**config.mk**
```make
export PLATFORM = sky130hd
export DESIGN_NAME = spi_cnt_reader
export DESIGN_NICKNAME = d
export VERILOG_FILES = /design/src/rtl/spi_rd_pkg.sv /design/src/rtl/spi_sck_gen.sv /design/src/rtl/spi_cnt_reader.sv
export SDC_FILE = /design/constraint.sdc
export NUM_CORES = 1
export LEC_CHECK = 0
export CORE_UTILIZATION = 40
export DETAILED_ROUTE_END_ITERATION = 7
export PLACE_DENSITY = 0.68
export RECOVER_POWER = 25
export SYNTH_ARGS = -nofsm -noshare
export SYNTH_HDL_FRONTEND = slang
export SYNTH_HIERARCHICAL = 1
export SYNTH_SLANG_ARGS = --single-unit
```
**constraint.sdc**
```tcl
create_clock -name sys_clk -period 2.3 [get_ports sys_clk]
set_input_delay 0.345 -clock sys_clk [delete_from_list [all_inputs] [get_ports sys_clk]]
set_output_delay 0.345 -clock sys_clk [all_outputs]
set_load 0.02 [all_outputs]
```
**src/rtl/spi_rd_pkg.sv**
```systemverilog
// Shared types and frame layout for the SPI count-frame reader.
// Frame: 64 bits MSB first, fs_cnt in the upper word, fx_cnt in the lower word.
package spi_rd_pkg;

    typedef enum logic [2:0] {
        ST_IDLE  = 3'd0,
        ST_SETUP = 3'd1,
        ST_SHIFT = 3'd2,
        ST_HOLD  = 3'd3,
        ST_DONE  = 3'd4
    } rd_state_t;

    localparam int FRAME_BITS = 64;
    localparam int CNT_W      = 32;

    localparam int FS_MSB = 63;
    localparam int FS_LSB = 32;
    localparam int FX_MSB = 31;
    localparam int FX_LSB = 0;

endpackage

```
**src/rtl/spi_sck_gen.sv**
```systemverilog
// Mode-0 SCK divider: SCK toggles every CLK_DIV cycles while en is high, idles low otherwise.
// Strobes mark the cycle at whose end SCK rises (rise_stb) or falls (fall_stb == sample_stb).
module spi_sck_gen #(
    parameter int CLK_DIV = 4
) (
    input  logic sys_clk,
    input  logic rst_n,
    input  logic en,
    output logic sck,
    output logic rise_stb,
    output logic sample_stb,
    output logic fall_stb
);

    localparam logic [7:0] DIV_LAST = 8'(CLK_DIV - 1);

    logic [7:0] div_cnt_reg;
    logic       sck_reg;
    logic       phase_end;

    assign phase_end = en && (div_cnt_reg == DIV_LAST);

    always_ff @(posedge sys_clk or negedge rst_n) begin
        if (!rst_n) begin
            div_cnt_reg <= 8'd0;
            sck_reg     <= 1'b0;
        end else if (!en) begin
            div_cnt_reg <= 8'd0;
            sck_reg     <= 1'b0;
        end else if (phase_end) begin
            div_cnt_reg <= 8'd0;
            sck_reg     <= ~sck_reg;
        end else begin
            div_cnt_reg <= div_cnt_reg + 8'd1;
        end
    end

    // The last high cycle is both the sampling point and the cycle before the fall.
    assign sck        = sck_reg;
    assign rise_stb   = phase_end && !sck_reg;
    assign sample_stb = phase_end && sck_reg;
    assign fall_stb   = phase_end && sck_reg;

endmodule

```
**src/rtl/spi_cnt_reader.sv**
```systemverilog
// SPI mode-0 master reading the 64-bit fs_cnt/fx_cnt frame from the cymometer responder.
// Optional auto-poll timer enabled by defining SPI_RD_AUTO_POLL_EN.
module spi_cnt_reader
    import spi_rd_pkg::*;
#(
    parameter int CLK_DIV  = 4,
    parameter int CS_SETUP = 2,
    parameter int CS_HOLD  = 2,
    parameter int POLL_GAP = 1000
) (
    input  logic             sys_clk,
    input  logic             rst_n,
    input  logic             start,
    output logic             busy,
    output logic             done,
    output logic [CNT_W-1:0] fs_cnt,
    output logic [CNT_W-1:0] fx_cnt,
    output logic             nCS,
    output logic             SCK,
    input  logic             MISO
);

    localparam logic [7:0] SETUP_LAST = 8'(CS_SETUP - 1);
    localparam logic [7:0] HOLD_LAST  = 8'(CS_HOLD - 1);
    localparam logic [5:0] BIT_LAST   = 6'(FRAME_BITS - 1);

    if (CLK_DIV < 3 || CLK_DIV > 255 || CS_SETUP < 1 || CS_SETUP > 256 ||
        CS_HOLD < 1 || CS_HOLD > 256 || POLL_GAP < 0) begin : g_param_check
        $error("spi_cnt_reader: illegal parameter value");
    end

    rd_state_t             state_reg, state_next;
    logic [7:0]            tmr_reg;
    logic [5:0]            bit_cnt_reg;
    logic                  first_rise_reg;
    logic [FRAME_BITS-1:0] sr_reg;
    logic [CNT_W-1:0]      fs_cnt_reg, fx_cnt_reg;
    logic                  ncs_reg, ncs_next;
    logic                  miso_meta_reg, miso_sync_reg;
    logic                  start_req, start_acc;
    logic                  rise_stb, sample_stb, fall_stb;

    spi_sck_gen #(
        .CLK_DIV (CLK_DIV)
    ) u_sck_gen (
        .sys_clk    (sys_clk),
        .rst_n      (rst_n),
        .en         (state_reg == ST_SHIFT),
        .sck        (SCK),
        .rise_stb   (rise_stb),
        .sample_stb (sample_stb),
        .fall_stb   (fall_stb)
    );

`ifdef SPI_RD_AUTO_POLL_EN
    localparam int POLL_W = (POLL_GAP > 1) ? $clog2(POLL_GAP + 1) : 1;

    logic [POLL_W-1:0] poll_cnt_reg;
    logic              poll_arm_reg;
    logic              poll_start;

    // Armed out of reset with a zero count, so the first frame starts right after release.
    assign poll_start = poll_arm_reg && (poll_cnt_reg == '0) && (state_reg == ST_IDLE);

    always_ff @(posedge sys_clk or negedge rst_n) begin
        if (!rst_n) begin
            poll_cnt_reg <= '0;
            poll_arm_reg <= 1'b1;
        end else if (state_reg == ST_DONE) begin
            poll_cnt_reg <= POLL_W'(POLL_GAP);
            poll_arm_reg <= 1'b1;
        end else if (start_acc) begin
            poll_arm_reg <= 1'b0;
        end else if (state_reg == ST_IDLE && poll_arm_reg && poll_cnt_reg != '0) begin
            poll_cnt_reg <= poll_cnt_reg - 1'b1;
        end
    end

    assign start_req = start | poll_start;
`else
    assign start_req = start;
`endif

    assign start_acc = (state_reg == ST_IDLE) && start_req;

    always_ff @(posedge sys_clk or negedge rst_n) begin
        if (!rst_n) begin
            state_reg <= ST_IDLE;
        end else begin
            state_reg <= state_next;
        end
    end

    always_comb begin
        state_next = state_reg;
        unique case (state_reg)
            ST_IDLE:  if (start_req) state_next = ST_SETUP;
            ST_SETUP: if (tmr_reg == SETUP_LAST) state_next = ST_SHIFT;
            ST_SHIFT: if (fall_stb && bit_cnt_reg == BIT_LAST) state_next = ST_HOLD;
            ST_HOLD:  if (tmr_reg == HOLD_LAST) state_next = ST_DONE;
            ST_DONE:  state_next = ST_IDLE;
            default:  state_next = ST_IDLE;
        endcase
    end

    // nCS is registered: it drops the cycle after start is accepted and rises after DONE.
    always_comb begin
        busy     = 1'b1;
        done     = 1'b0;
        ncs_next = 1'b0;
        unique case (state_reg)
            ST_IDLE: begin
                busy     = start_acc;
                ncs_next = !start_acc;
            end
            ST_DONE: begin
                done     = 1'b1;
                ncs_next = 1'b1;
            end
            default: ;
        endcase
    end

    always_ff @(posedge sys_clk or negedge rst_n) begin
        if (!rst_n) begin
            miso_meta_reg <= 1'b0;
            miso_sync_reg <= 1'b0;
        end else begin
            miso_meta_reg <= MISO;
            miso_sync_reg <= miso_meta_reg;
        end
    end

    always_ff @(posedge sys_clk or negedge rst_n) begin
        if (!rst_n) begin
            tmr_reg        <= 8'd0;
            bit_cnt_reg    <= 6'd0;
            first_rise_reg <= 1'b1;
            sr_reg         <= '0;
            fs_cnt_reg     <= '0;
            fx_cnt_reg     <= '0;
            ncs_reg        <= 1'b1;
        end else begin
            ncs_reg <= ncs_next;

            if (state_reg != state_next) begin
                tmr_reg <= 8'd0;
            end else if (state_reg == ST_SETUP || state_reg == ST_HOLD) begin
                tmr_reg <= tmr_reg + 8'd1;
            end

            // bit_cnt_reg is the index of the bit currently on the wire; the first rise is bit 0.
            if (start_acc) begin
                bit_cnt_reg    <= 6'd0;
                first_rise_reg <= 1'b1;
            end else if (rise_stb) begin
                if (first_rise_reg) begin
                    first_rise_reg <= 1'b0;
                end else begin
                    bit_cnt_reg <= bit_cnt_reg + 6'd1;
                end
            end

            if (start_acc) begin
                sr_reg <= '0;
            end else if (sample_stb) begin
                sr_reg <= {sr_reg[FRAME_BITS-2:0], miso_sync_reg};
            end

            // Publish on entry to DONE so the counts are valid in the done cycle itself.
            if (state_next == ST_DONE && state_reg == ST_HOLD) begin
                fs_cnt_reg <= sr_reg[FS_MSB:FS_LSB];
                fx_cnt_reg <= sr_reg[FX_MSB:FX_LSB];
            end
        end
    end

    assign nCS    = ncs_reg;
    assign fs_cnt = fs_cnt_reg;
    assign fx_cnt = fx_cnt_reg;

endmodule

```
==> results.md <==
- The via count of the routed design is 3991.
- The number of diodes is 0.
- For this run, global-route usage on met2 was measured as 24.4%.
- The clock network is responsible for 37.8% of the overall power.
- In this run the core area contains 46 standard-cell rows.
- The standard cell with the maximum stage delay on the critical path is sky130_fd_sc_hd__or4b_4.
- The proportion of synthesized chip area in sequential cells is 59.5%.
- For the pin with the worst max-slew slack, the measured transition is 1.46 ns.
- The die outline width is 131 um.
- The final global-route overflow total is 0.
- The via count of the first global-routing pass is 4064.
- Synthesis produced 489 cells.
- The DRC violation count after routing is 0.
- The number of placed I/O pins is 72.
- Entering global routing, the biggest net connects 71 pins.
- Summed over its instances, the top area cell type makes up 58.8% of the synthesized netlist area.
- After layout, the worst path uses 96.7% of the clock period.
- Sorting the synthesized cells by area gives the leading types as sky130_fd_sc_hd__dfrtp_1 (59%), sky130_fd_sc_hd__mux2_4 (11%), sky130_fd_sc_hd__mux2i_1 (9.8%), sky130_fd_sc_hd__nor2_1 (4.2%), sky130_fd_sc_hd__mux2_2 (2.5%).
- The largest clock skew in the final design is 0.00742 ns.
- The number of clock sinks is 158.
- The worst hold path class is reg -> reg.
- The tool flagged a number of max-cap violations equal to 0.
- The total nets after synthesis is 498.
- The clock buffer count from CTS is 17.
- The type of element capturing the critical path is a flip-flop.
- Once detail routing completed, the nets flagged for antenna violations numbered 0.
- The critical setup path kind is reg -> reg.
- The maximum resistive drop on vdd is 533 uV.
- TritonCTS built the clock tree.
- The die area is 0.0171 mm^2.
- The final count of hold timing violations is 0.
- The first global-routing pass estimated 20.2 mm of wire.
- For this run, the number of Yosys warnings is 6.
- The headroom to the max-slew limit is 2.69%.
- The all-layer global routing usage is 15.4%.
- After floorplanning, the core was sized to cover 0.0161 mm^2.
- From synthesis to final layout, the design area changed by 26.2%.
- In this run, the number of DRC markers left after iteration 0 of detailed routing was 198.
- The clock reaches the later pin of the worst-skew pair after 0.42 ns.
- The placement-stage worst setup slack is 0.00609 ns.
- After layout, the worst setup slack is 0.0749 ns.
- The longest individual stage delay on the worst path is 0.52 ns.
- The worst path needs 2.23 ns of the cycle, external delays included.
- After detailed routing, the number of vias per cell comes to 4.93.
- Setup violations remaining at the end of the flow were counted as 0.
- STA classifies the critical path startpoint as a flip-flop.
- Detailed placement finished with a half-perimeter wire length of 7.86 mm.
- At the end of routability-driven placement, the weighted congestion stood at 0.775.
- The layer with the highest usage is met2.
- After routing the design area is 0.00839 mm^2.
- Registers are responsible for 41.9% of the overall power.
- The global routing usage on met3 is 4.15%.
- In this run, the combinational gates consume 20.3% of the power.
- Based on the critical path, the design can be clocked at up to 0.449 GHz.
- CTS built an H-tree with a depth of 4.
- The first detailed-routing pass ran for 4 iterations.
- The initial core utilization is 41.4%.
- The met1 layer usage reported by global route is 20.3%.
- After the last flow step, the layout net total stands at 590.
- Summing all placed instances gives a cell area of 0.00774 mm^2.
- The required time of the worst setup path is 2.64 ns.
- The post-route netlist has 22.1% of its cells at a drive strength greater than 1.
- In this run the static leakage power is 3.95 nW.
- The routed wire length is 12.2 mm.
- Setup repair after global routing could not meet its margin everywhere.
- The register with the most flip-flops in the layout has 64 of them.
- The number of antenna violations at the first check in global routing is 0.
- The tree is rooted in a sky130_fd_sc_hd__clkbuf_16.
- During placement, the flow inserted port buffers numbering 71.
- Net switching is 27.6% of the power.
- The switching power summed over all nets is 2.06 mW.
- The largest total area in the synthesized netlist belongs to sky130_fd_sc_hd__dfrtp_1.
- The clock passes through at most 2 buffers.
- The power density relative to cell area is 889 mW/mm^2.
- Traced cell by cell, the critical path runs through ha_1 -> or4b_4 -> nor4_2 -> nand2b_1 -> or4_1 -> a21oi_1.
- After clock tree synthesis, the clock-pin slew on the worst setup and hold paths is 0.06 ns.
- The summed instance area of the synthesized netlist is 0.00664 mm^2.
- The number of register bits inferred by synthesis is 158.
- The data arrival time at the worst-slack endpoint is 2.57 ns.
- The height of the die is 131 um.
- Along the worst path, the maximum fanout reaches 5.
- The flow ran to the end, and the final reports show no timing, DRC or antenna violations.
- The count of cell types in the netlist is 42.
- Cell internal power was estimated by the tool at 5.40 mW.
- The per-cell routed wire length is 15.0 um.
- The count of pins over their slew limit is 0.
- Each instance of the synthesized netlist takes up on average 13.6 um^2.
==> synthesized netlist by cell type (all sizes together) <==
cell type	count
a211o	1
a211oi	3
a21oi	8
a311o	1
a311oi	1
and4bb	1
buf	16
clkbuf	9
dfrtp	156
dfstp	2
ha	5
inv	9
mux2	64
mux2i	65
nand2	8
nand2b	1
nand3	6
nand3b	1
nand4	4
nand4b	1
nand4bb	1
nor2	74
nor2b	1
nor3	4
nor3b	1
nor4	4
nor4b	1
o21ai	12
o22ai	2
o31ai	1
or3	12
or3b	1
or4	3
or4b	2
xnor2	2
xor2	6
==> metal layers <==
metal	part of all wire (%)	vias up
met1	47	1994
li1	-	1895
met2	48	84
met5	0	-
met4	1.5	0
met3	3.7	18
==> final cells by class <==
cell class                 count  area (um^2)
clock buffer                  18          429
clock inverter                14          166
fill                        1310         7670
inverter                       9         33.8
multi-input combinational    297         2530
sequential                   158         3960
tap                          216          270
timing repair buffer          98          998
==> power groups by stage <==
| stage | combinational [mW] | sequential (mW) | clock, mW |
|---|---|---|---|
| 4_1_cts | 1.53 | 3.13 | 2.89 |
| 5_1_grt | 1.65 | 3.15 | 3.01 |
| 3_5_place_dp | 1.53 | 3.17 | 0 |
| 3_3_place_gp | 1.49 | 3.17 | 0 |
| 6_report | 1.51 | 3.12 | 2.82 |
| 2_1_floorplan | 0.741 | 3.34 | 0 |
==> cell usage in the layout, fill, tap and decap left out, drive strengths merged, types with 2 or more instances in the layout <==
master,netlist,routed
dfrtp,156,156
nor2,74,74
clkdlybuf4s50,0,68
mux2i,65,65
mux2,64,64
buf,16,24
clkbuf,9,21
or3,12,12
o21ai,12,12
inv,9,11
nand2,8,8
a21oi,8,8
xor2,6,6
nand3,6,6
clkinv,0,6
ha,5,5
nor3,4,4
nand4,4,4
nor4,4,4
or4,3,3
a211oi,3,3
clkinvlp,0,3
bufinv,0,3
o22ai,2,2
dfstp,2,2
dlygate4sd3,0,2
xnor2,2,2
or4b,2,2
==> worst paths after layout <==
path | depth (start not counted) | start | slack (ns) | end
setup / recovery | 6 | u_sck_gen/div_cnt_reg[0] | 0.07 | bit_cnt_reg[5]
max in group asynchronous | 3 | rst_n | 0.46 | sr_reg[7]
hold / removal | 0 | miso_meta_reg | 0.36 | miso_sync_reg
min in group asynchronous | 2 | rst_n | 0.82 | fx_cnt[28]
setup reg to reg | 6 | u_sck_gen/div_cnt_reg[0] | 0.07 | bit_cnt_reg[5]
hold reg to reg | 0 | miso_meta_reg | 0.36 | miso_sync_reg
==> cells by family after synthesis <==
kind of cell               count (synthesis)  share of synthesized area, %
AOI/OAI and AO/OA                         29                          2.56
and+or+nand+nor                          126                          9.68
xor gates and xnor gates                   8                          1.05
adders and majority gates                  5                         0.942
buffers and inverters                     34                          2.81
muxes                                    129                          23.4
DFF                                      158                          59.5
==> per-stage QoR <==
stage	TNS (ns)	utilization (%)	std cells	power [mW]	hold WS [ns]
2_1_floorplan	0	-	489	4.08	0.0494
4_1_cts	0	52.0	809	7.55	0.360
5_1_grt	-0.571	52.2	810	7.80	0.376
3_3_place_gp	0	48.2	775	4.66	0.344
3_5_place_dp	0	48.2	775	4.70	0.348
6_report	0	52.2	810	7.46	0.362
==> repair_timing <==
action | in CTS | in global routing
gates cloned | 0 | 1
pin swaps | 1 | 0
gates resized for setup | 1 | 2
endpoints found under the setup margin | 7 | 76
buffers inserted | 1 | 0
hold buffers | 1 | 0
endpoints found under the hold margin | 54 | 0
==> critical path: cells and delay by family, from the launching register on <==
family	cells	cell delay [ns]
AOI/OAI and AO/OA	1	0.18
adders and majority gates	1	0.18
DFF	1	0.36
and+or+nand+nor	4	1.43
No activity file was read; power rests on OpenSTA's default activity.
